`config.mk`:
```
export PLATFORM = sky130hd
export DESIGN_NAME = nand_stimulus_sequencer
export DESIGN_NICKNAME = d
export VERILOG_FILES = /design/src/rtl/nand_seq_pkg.sv /design/src/rtl/nand_hold_timer.sv /design/src/rtl/nand_stimulus_sequencer.sv
export SDC_FILE = /design/constraint.sdc
export NUM_CORES = 1
export LEC_CHECK = 0
export ABC_AREA = 0
export CORE_MARGIN = 5
export CORE_UTILIZATION = 25
export CTS_BUF_LIST = sky130_fd_sc_hd__clkbuf_16
export DETAILED_ROUTE_END_ITERATION = 12
export DONT_BUFFER_PORTS = 1
export PLACE_DENSITY = 0.43
export SYNTH_ARGS = -nofsm -noshare
export SYNTH_HDL_FRONTEND = slang
export SYNTH_SLANG_ARGS = --single-unit
```
`constraint.sdc`:
```
create_clock -name clk -period 6.7 [get_ports clk]
set_input_delay 1.34 -clock clk [delete_from_list [all_inputs] [get_ports clk]]
set_output_delay 1.34 -clock clk [all_outputs]
set_load 0.01 [all_outputs]
```
`src/rtl/nand_seq_pkg.sv`:
```
// Shared types and helpers for the NAND gate stimulus/check sequencer.
// Holds the sequencer state encoding, vector range constants and the reference NAND function.
package nand_seq_pkg;

    typedef enum logic [1:0] {
        IDLE = 2'd0,
        RUN  = 2'd1,
        DONE = 2'd2
    } seq_state_t;

    localparam int         NUM_VECTORS = 16;
    localparam logic [3:0] LAST_VEC    = 4'hF;

    function automatic logic expected_nand(input logic [3:0] idx);
        return ~&idx;
    endfunction

endpackage

```
`src/rtl/nand_hold_timer.sv`:
```
// Per-vector hold counter and vector index; strobes on the last hold cycle of each vector.
// Latency: strobe is combinational from registered hold count; index never wraps past LAST_VEC.
module nand_hold_timer
    import nand_seq_pkg::*;
#(
    parameter int HOLD_CYCLES = 4
) (
    input  logic       clk,
    input  logic       rst_n,
    input  logic       clear_i,
    input  logic       enable_i,
    output logic [3:0] index_o,
    output logic       sample_strobe_o,
    output logic       last_vec_o
);

    localparam logic [7:0] HOLD_LAST = 8'(HOLD_CYCLES - 1);

    logic [7:0] hold_q, hold_d;
    logic [3:0] index_q, index_d;

    assign sample_strobe_o = (hold_q == HOLD_LAST);
    assign last_vec_o      = (index_q == LAST_VEC);
    assign index_o         = index_q;

    always_comb begin
        hold_d  = hold_q;
        index_d = index_q;
        if (clear_i) begin
            hold_d  = 8'd0;
            index_d = 4'd0;
        end else if (enable_i) begin
            if (sample_strobe_o) begin
                hold_d = 8'd0;
                // Park on the last vector so DONE keeps presenting 1111.
                if (!last_vec_o) begin
                    index_d = index_q + 4'd1;
                end
            end else begin
                hold_d = hold_q + 8'd1;
            end
        end
    end

    always_ff @(posedge clk or negedge rst_n) begin
        if (!rst_n) begin
            hold_q  <= 8'd0;
            index_q <= 4'd0;
        end else begin
            hold_q  <= hold_d;
            index_q <= index_d;
        end
    end

endmodule

```
`src/rtl/nand_stimulus_sequencer.sv`:
```
// Walks a,b,c,d through all 16 vectors, checks e,f,g against NAND, reports err_cnt/pass/done.
// Optional first-failure capture under macro FIRST_FAIL_CAPTURE_EN; start ignored while busy.
module nand_stimulus_sequencer
    import nand_seq_pkg::*;
#(
    parameter int HOLD_CYCLES = 4,
    parameter int ERR_W       = 6
) (
    input  logic             clk,
    input  logic             rst_n,
    input  logic             start,
    input  logic             e,
    input  logic             f,
    input  logic             g,
    output logic             a,
    output logic             b,
    output logic             c,
    output logic             d,
    output logic             busy,
    output logic             done,
    output logic             pass,
    output logic [ERR_W-1:0] err_cnt,
    output logic             fail_valid,
    output logic [3:0]       fail_vec,
    output logic [2:0]       fail_efg
);

    seq_state_t       state_q, state_d;
    logic             busy_q, busy_d, done_q, done_d, pass_q, pass_d;
    logic [ERR_W-1:0] err_q, err_d, err_sat;
    logic [ERR_W:0]   err_sum;
    logic [1:0]       mism;
    logic [3:0]       index;
    logic             strobe, last_vec, tmr_clr, tmr_en, launch, exp_x;

    nand_hold_timer #(.HOLD_CYCLES(HOLD_CYCLES)) u_timer (
        .clk            (clk),
        .rst_n          (rst_n),
        .clear_i        (tmr_clr),
        .enable_i       (tmr_en),
        .index_o        (index),
        .sample_strobe_o(strobe),
        .last_vec_o     (last_vec)
    );

    assign exp_x   = expected_nand(index);
    assign mism    = {1'b0, e ^ exp_x} + {1'b0, f ^ exp_x} + {1'b0, g ^ exp_x};
    assign err_sum = {1'b0, err_q} + (ERR_W + 1)'(mism);
    assign err_sat = err_sum[ERR_W] ? {ERR_W{1'b1}} : err_sum[ERR_W-1:0];

    always_comb begin
        state_d = state_q;
        busy_d  = busy_q;
        done_d  = done_q;
        pass_d  = pass_q;
        err_d   = err_q;
        tmr_clr = 1'b0;
        tmr_en  = 1'b0;
        launch  = 1'b0;
        case (state_q)
            IDLE, DONE: begin
                if (start) begin
                    state_d = RUN;
                    tmr_clr = 1'b1;
                    launch  = 1'b1;
                    busy_d  = 1'b1;
                    done_d  = 1'b0;
                    pass_d  = 1'b0;
                    err_d   = '0;
                end
            end
            RUN: begin
                tmr_en = 1'b1;
                if (strobe) begin
                    err_d = err_sat;
                    if (last_vec) begin
                        state_d = DONE;
                        busy_d  = 1'b0;
                        done_d  = 1'b1;
                        pass_d  = (err_sat == '0);
                    end
                end
            end
            default: state_d = IDLE;
        endcase
    end

    always_ff @(posedge clk or negedge rst_n) begin
        if (!rst_n) begin
            state_q <= IDLE;
            busy_q  <= 1'b0;
            done_q  <= 1'b0;
            pass_q  <= 1'b0;
            err_q   <= '0;
        end else begin
            state_q <= state_d;
            busy_q  <= busy_d;
            done_q  <= done_d;
            pass_q  <= pass_d;
            err_q   <= err_d;
        end
    end

    assign {a, b, c, d} = index;
    assign busy         = busy_q;
    assign done         = done_q;
    assign pass         = pass_q;
    assign err_cnt      = err_q;

`ifdef FIRST_FAIL_CAPTURE_EN
    logic       fvld_q;
    logic [3:0] fvec_q;
    logic [2:0] fefg_q;

    always_ff @(posedge clk or negedge rst_n) begin
        if (!rst_n) begin
            fvld_q <= 1'b0;
            fvec_q <= 4'd0;
            fefg_q <= 3'd0;
        end else if (launch) begin
            fvld_q <= 1'b0;
            fvec_q <= 4'd0;
            fefg_q <= 3'd0;
        end else if ((state_q == RUN) && strobe && (mism != 2'd0) && !fvld_q) begin
            fvld_q <= 1'b1;
            fvec_q <= index;
            fefg_q <= {e, f, g};
        end
    end

    assign fail_valid = fvld_q;
    assign fail_vec   = fvec_q;
    assign fail_efg   = fefg_q;
`else
    assign fail_valid = 1'b0;
    assign fail_vec   = 4'd0;
    assign fail_efg   = 3'd0;
`endif

endmodule

```
# == Word level (Yosys, flattened, before mapping) ==
# Index checks and enable logic that the tools add are counted.
# classes
n_addsub,5
n_eq_ne,8
mux,29
bitwise,3
reduce_logical,12
# op_table
operator,n
8-bit two-way mux,3
6-bit two-way mux,3
4-bit two-way mux,4
6-bit case mux with 2 select lines,1
1-bit two-way mux,11
3-bit AND reduction,3
8-bit by 1-bit adder with 8-bit output (second input constant),1
8-bit by 2-bit == test with 1-bit output (second input constant),1
4-bit AND reduction,2
6-bit by 2-bit adder with 7-bit output,1
6-bit logical NOT,1
2-bit two-way mux,3
2-bit inequality test (second input constant),3
1-bit case mux with 2 select lines,3
2-bit nonzero test,3
4-bit by 1-bit adder with 4-bit output (second input constant),1
4-bit == test (second input constant),1
2-bit case mux with 2 select lines,1
1-bit XOR,3
1-bit by 1-bit adder with 2-bit output,1
2-bit by 1-bit adder with 2-bit output,1
2-bit by 1-bit == test with 1-bit output (second input constant),1
2-bit == test (second input constant),1
2-bit logical NOT,1
other kinds (3),3
# totals
register_bits,23
inputBits,6
out_inout_bits,21
word_cells,64

# == Logic depth before layout (Yosys ltp) ==
# logic_depth
word_depth,11
mapped_depth,13

# == By module ==
# A second synthesis with hierarchy kept.
# unflattened
cells_unflattened,155
hier_area_um2,1466.4
# by_module_without_submodules
mod,instances,cells_each,area_per_inst_um2,seq_area_each_um2
nand_stimulus_sequencer,1,91,795.8,275.3
nand_hold_timer,1,64,670.6,300.3

# == Worst setup path before layout ==
# OpenSTA, ideal clock, no wires.
# synth_path
path_kind,input-to-reg
from,input port e
to,"register pass_q, in the netlist pass"
setup_ps,110
t_arrival_ps,3320
required_ps,6590
path_slack_ps,3270
path_stages,10
path_cell_list,xnor2_1 -> fa_1 -> inv_1 -> ha_1 -> inv_1 -> fa_1 -> nand3b_1 -> mux2i_1 -> nand4_1 -> o41ai_1
# synth_between
elab_chain_cells,9
# synth_rtl
item,line,text
"start, declared",nand_stimulus_sequencer.sv:12,"input logic e,"
1-bit XOR,nand_stimulus_sequencer.sv:47,"assign mism = {1'b0, e ^ exp_x} + {1'b0, f ^ exp_x} + {1'b0, g ^ exp_x};"
1-bit by 1-bit adder with 2-bit output,nand_stimulus_sequencer.sv:47,
2-bit by 1-bit adder with 2-bit output,nand_stimulus_sequencer.sv:47,
6-bit by 2-bit adder with 7-bit output,nand_stimulus_sequencer.sv:48,"assign err_sum = {1'b0, err_q} + (ERR_W + 1)'(mism);"
6-bit two-way mux,nand_stimulus_sequencer.sv:49,assign err_sat = err_sum[ERR_W] ? {ERR_W{1'b1}} : err_sum[ERR_W-1:0];
6-bit logical NOT,nand_stimulus_sequencer.sv:80,pass_d = (err_sat == '0);
1-bit two-way mux,nand_stimulus_sequencer.sv:76,if (last_vec) begin
1-bit two-way mux,nand_stimulus_sequencer.sv:74,if (strobe) begin
1-bit case mux with 2 select lines,nand_stimulus_sequencer.sv:60,case (state_q)
"end signal, assigned",nand_stimulus_sequencer.sv:99,pass_q <= pass_d;
"end, declared",nand_stimulus_sequencer.sv:29,"logic busy_q, busy_d, done_q, done_d, pass_q, pass_d;"
# No other way between the ends. The select of a mux whose other input is x is not followed.
# A chain may end at the register's enable or synchronous reset.

# == Worst setup path after layout ==
# layout_path
from,"register u_timer.index_q[0], in the netlist u_timer.index_o[0]"
to,"register pass_q, in the netlist pass"
# layout_between
elab_chain_cells,11
elab_cells_between_ends,16
classes_between,add/sub (3); eq/ne (2); mux (4); bitwise (3); reduce/logical (4)
# layout_rtl
item,line,text
"start, declared",nand_hold_timer.sv:20,"logic [3:0] index_q, index_d;"
"start signal, assigned",nand_hold_timer.sv:51,index_q <= index_d;
4-bit AND reduction,nand_seq_pkg.sv:15,return ~&idx;
1-bit logical NOT,nand_seq_pkg.sv:15,
1-bit XOR,nand_stimulus_sequencer.sv:47,
1-bit by 1-bit adder with 2-bit output,nand_stimulus_sequencer.sv:47,
2-bit by 1-bit adder with 2-bit output,nand_stimulus_sequencer.sv:47,
6-bit by 2-bit adder with 7-bit output,nand_stimulus_sequencer.sv:48,
6-bit two-way mux,nand_stimulus_sequencer.sv:49,
6-bit logical NOT,nand_stimulus_sequencer.sv:80,
1-bit two-way mux,nand_stimulus_sequencer.sv:76,
1-bit two-way mux,nand_stimulus_sequencer.sv:74,
1-bit case mux with 2 select lines,nand_stimulus_sequencer.sv:60,
# Several ways; a longest one is shown, not always the timed one. The select of a mux whose other input is x is not followed.

==> run summary <==
Die W -> 84.7 µm
Fin crit period -> 3510 ps
R2r startpoint -> u_timer.index_o[0]
Finished Core Util -> 27.5%
Final hold violation count -> 0
I/O Pins -> 27
Reg-to-reg endpoint -> pass
Fillers -> 576
# hold bufs at CTS -> 0
# DRC -> 0
Antenna viol nets, final -> 0
Critical Path RT -> 6850 ps
Critical Path Sink Type -> register
CTS root buf -> clkbuf_16
Worst Path Arrival -> 3670 ps
Startpoint Class -> register
Fraction of registers with async set or reset after synthesis -> 100%
Cts repair resizes -> 0
Post-Synthesis Cells -> 144
Worst r2r path cells -> 12
#FFs+latches synth -> 23
Area grow syn2layout -> 7.98%
Congestion Overflow GR -> 0
Final setup fails -> 0
Routed wire length -> 3010 µm
DP Wirelength -> 2260 µm
Antenna violations before repair -> 0
Share of layout cells above drive strength 1 -> 6.34%
Pre-antenna DRT Iters -> 4
Post-synth cell types -> 43
Wirelength per Cell -> 14.0 µm
Vias in the first global route -> 1024
Port Buffers -> 0
Initial core utilization -> 25.5%
Power Internal -> 330 µW
Hold Crit Depth -> 1
Finished Cell Area -> 1510 µm²
Placed Area -> 1430 µm²
Fmax -> 285 MHz
R2R Setup Slk -> 3190 ps
Row count -> 27
TritonCTS Buffers -> 3
Tightest Hold Check Type -> reg -> reg
Worst VDD drop -> 0.102 mV
CTS tree -> yes
Leak pwr -> 0.000642 µW
Largest net degree at the start of global routing -> 24
DR vias -> 1014
Sw Ratio -> 39.4%
Ratio of final minimum period to clock period -> 52.5%
Synth top area cells -> dfrtp_1, buf_4, xor2_1, ha_1, xnor2_1
Hold path startpoint -> state_q[0]
Core box area -> 5470 µm²
# Post-CTS Setup Buffers -> 0
CTS sink count -> 23
Max FO, Critical Path -> 11
Seq/Total Area, Yosys -> 41.2%
Clock skew -> 3.89 ps
Vias per inst -> 4.74
EDFF count, synth -> 0
Routability Congestion -> 0.738
Reg power frac -> 43.8%
DRT iter0 DRCs -> 36
Combinational Power Share -> 32.4%
Setup Crit Path Kind -> reg -> reg
Later-pin clock latency in the skew report -> 260 ps
Switching power -> 214 µW
RSZ-0062 raised after global routing -> false
Max-slew violation count -> 0
Slew headroom -> 45.5%
Syn. warnings -> 0
Die Y -> 84.7 µm
Ant diodes -> 0
Ys flop type -> dfrtp_1
Clock transition at the registers of the reported paths -> 60 ps
H-Tree Depth -> 1
Post-Syn Area -> 1400 µm²
Die area -> 7180 µm²
Yosys top cell area share -> 41.2%
Status -> finished, final reports clean
Clock share of power -> 23.8%
Clock Path Buffers -> 2
Average size of a mapped cell -> 9.70 µm²
Crit. Startpoint -> u_timer.index_o[0]
Hold endpoint -> busy
Final nets -> 155
First-pass GRT wire length -> 5130 µm
Setup TNS -> 0 ps
Total track usage -> 8.93%
Worst-margin pin slew -> 815 ps
# Max-Cap Violations -> 0
Power per cell area -> 361 nW/µm²
Synth area leader -> dfrtp_1
[layout make-up]
class	count	area [µm²]	share of cell area [%]
clock buffer	3	75.1	4.98
clock inverter	1	3.75	0.249
inverter	9	33.8	2.24
multi-input combinational	106	729	48.4
sequential	23	576	38.2
tap	72	90.1	5.98
[metrics by stage]
step                worst slack (ps)  hold WS (ps)  total power [µW]  cells
CTS                             3120           542               554    214
detailed placement              3080           530               420    210
floorplan                       3270           487               379    151
finish                          3190           543               544    214
global placement                3170           514               416    210
global route                    2860           568               592    214
[synthesized netlist by cell type (3+ instances only)]
library cell  number
a21oi_1            7
ha_1               4
o2111ai_1          3
o21ai_0            7
nand4_1            4
inv_1              9
nand3_1            7
nor2_1            11
dfrtp_1           23
buf_4              9
xnor2_1            5
a211oi_1           3
clkbuf_1           3
a31oi_1            3
nand2_1            9
nand2b_1           3
xor2_1             6
[power by group through the flow]
stage	combinational (µW)	clock, µW	sequential, µW
global placement	176	0	240
global route	205	140	247
finish	176	130	238
CTS	179	135	240
detailed placement	178	0	242
floorplan	152	0	227
[layout by cell type, fill, tap and decap left out, types with 4 or more instances in the layout]
master / synthesis / layout
inv_1: 9 / 10
nand4_1: 4 / 4
xnor2_1: 5 / 5
xor2_1: 6 / 6
ha_1: 4 / 4
o21ai_0: 7 / 7
nor2_1: 11 / 11
conb_1: 1 / 8
a21oi_1: 7 / 7
nand3_1: 7 / 7
nand2_1: 9 / 9
dfrtp_1: 23 / 23
[worst max-delay path by stage]
stage,cells past startpoint,slack [ps],to
4_1_cts,12,3120,pass
6_report,12,3190,pass
3_3_place_gp,10,3170,pass
5_1_grt,12,2860,pass
3_5_place_dp,10,3080,pass
2_1_floorplan,10,3270,pass
[routing by layer]
metal / up-vias / global-route usage [%] / part of all wire, %
li1: 498 / - / -
met1: 486 / 10.8 / 43
met2: 26 / 15.0 / 49
met3: 4 / 3.53 / 7.1
met4: 0 / 1.73 / 0.80
met5: - / 0 / 0
[kinds of logic (layout without fill, tap and decap cells)]
group,count (synthesis),after routing,share of synthesized area (%)
compound gates,33,33,16.4
xor+xnor,11,11,6.90
fa+ha+maj,6,6,6.45
buf+inv,22,13,8.42
flops,23,23,41.2
mux,1,1,0.717
other cells,1,8,0.269
simple gates,47,47,19.6
[critical path, cell delays in order, from the launching register on]
cell	delay, ps
dfrtp_1	460
ha_1	230
nand3_1	390
xnor2_1	370
fa_1	450
inv_1	70
ha_1	160
inv_1	50
fa_1	440
nand3b_1	200
mux2i_1	230
nand4_1	130
o41ai_1	230
[state kept, by name, indices dropped and copies added (netlist names)]
| register | count |
|---|---|
| u_timer.hold_q | 8 |
| u_timer.index_o | 4 |
| state_q | 2 |
| done | 1 |
| busy | 1 |
| err_cnt | 6 |
| pass | 1 |
Power figures use the tool's default switching activity.
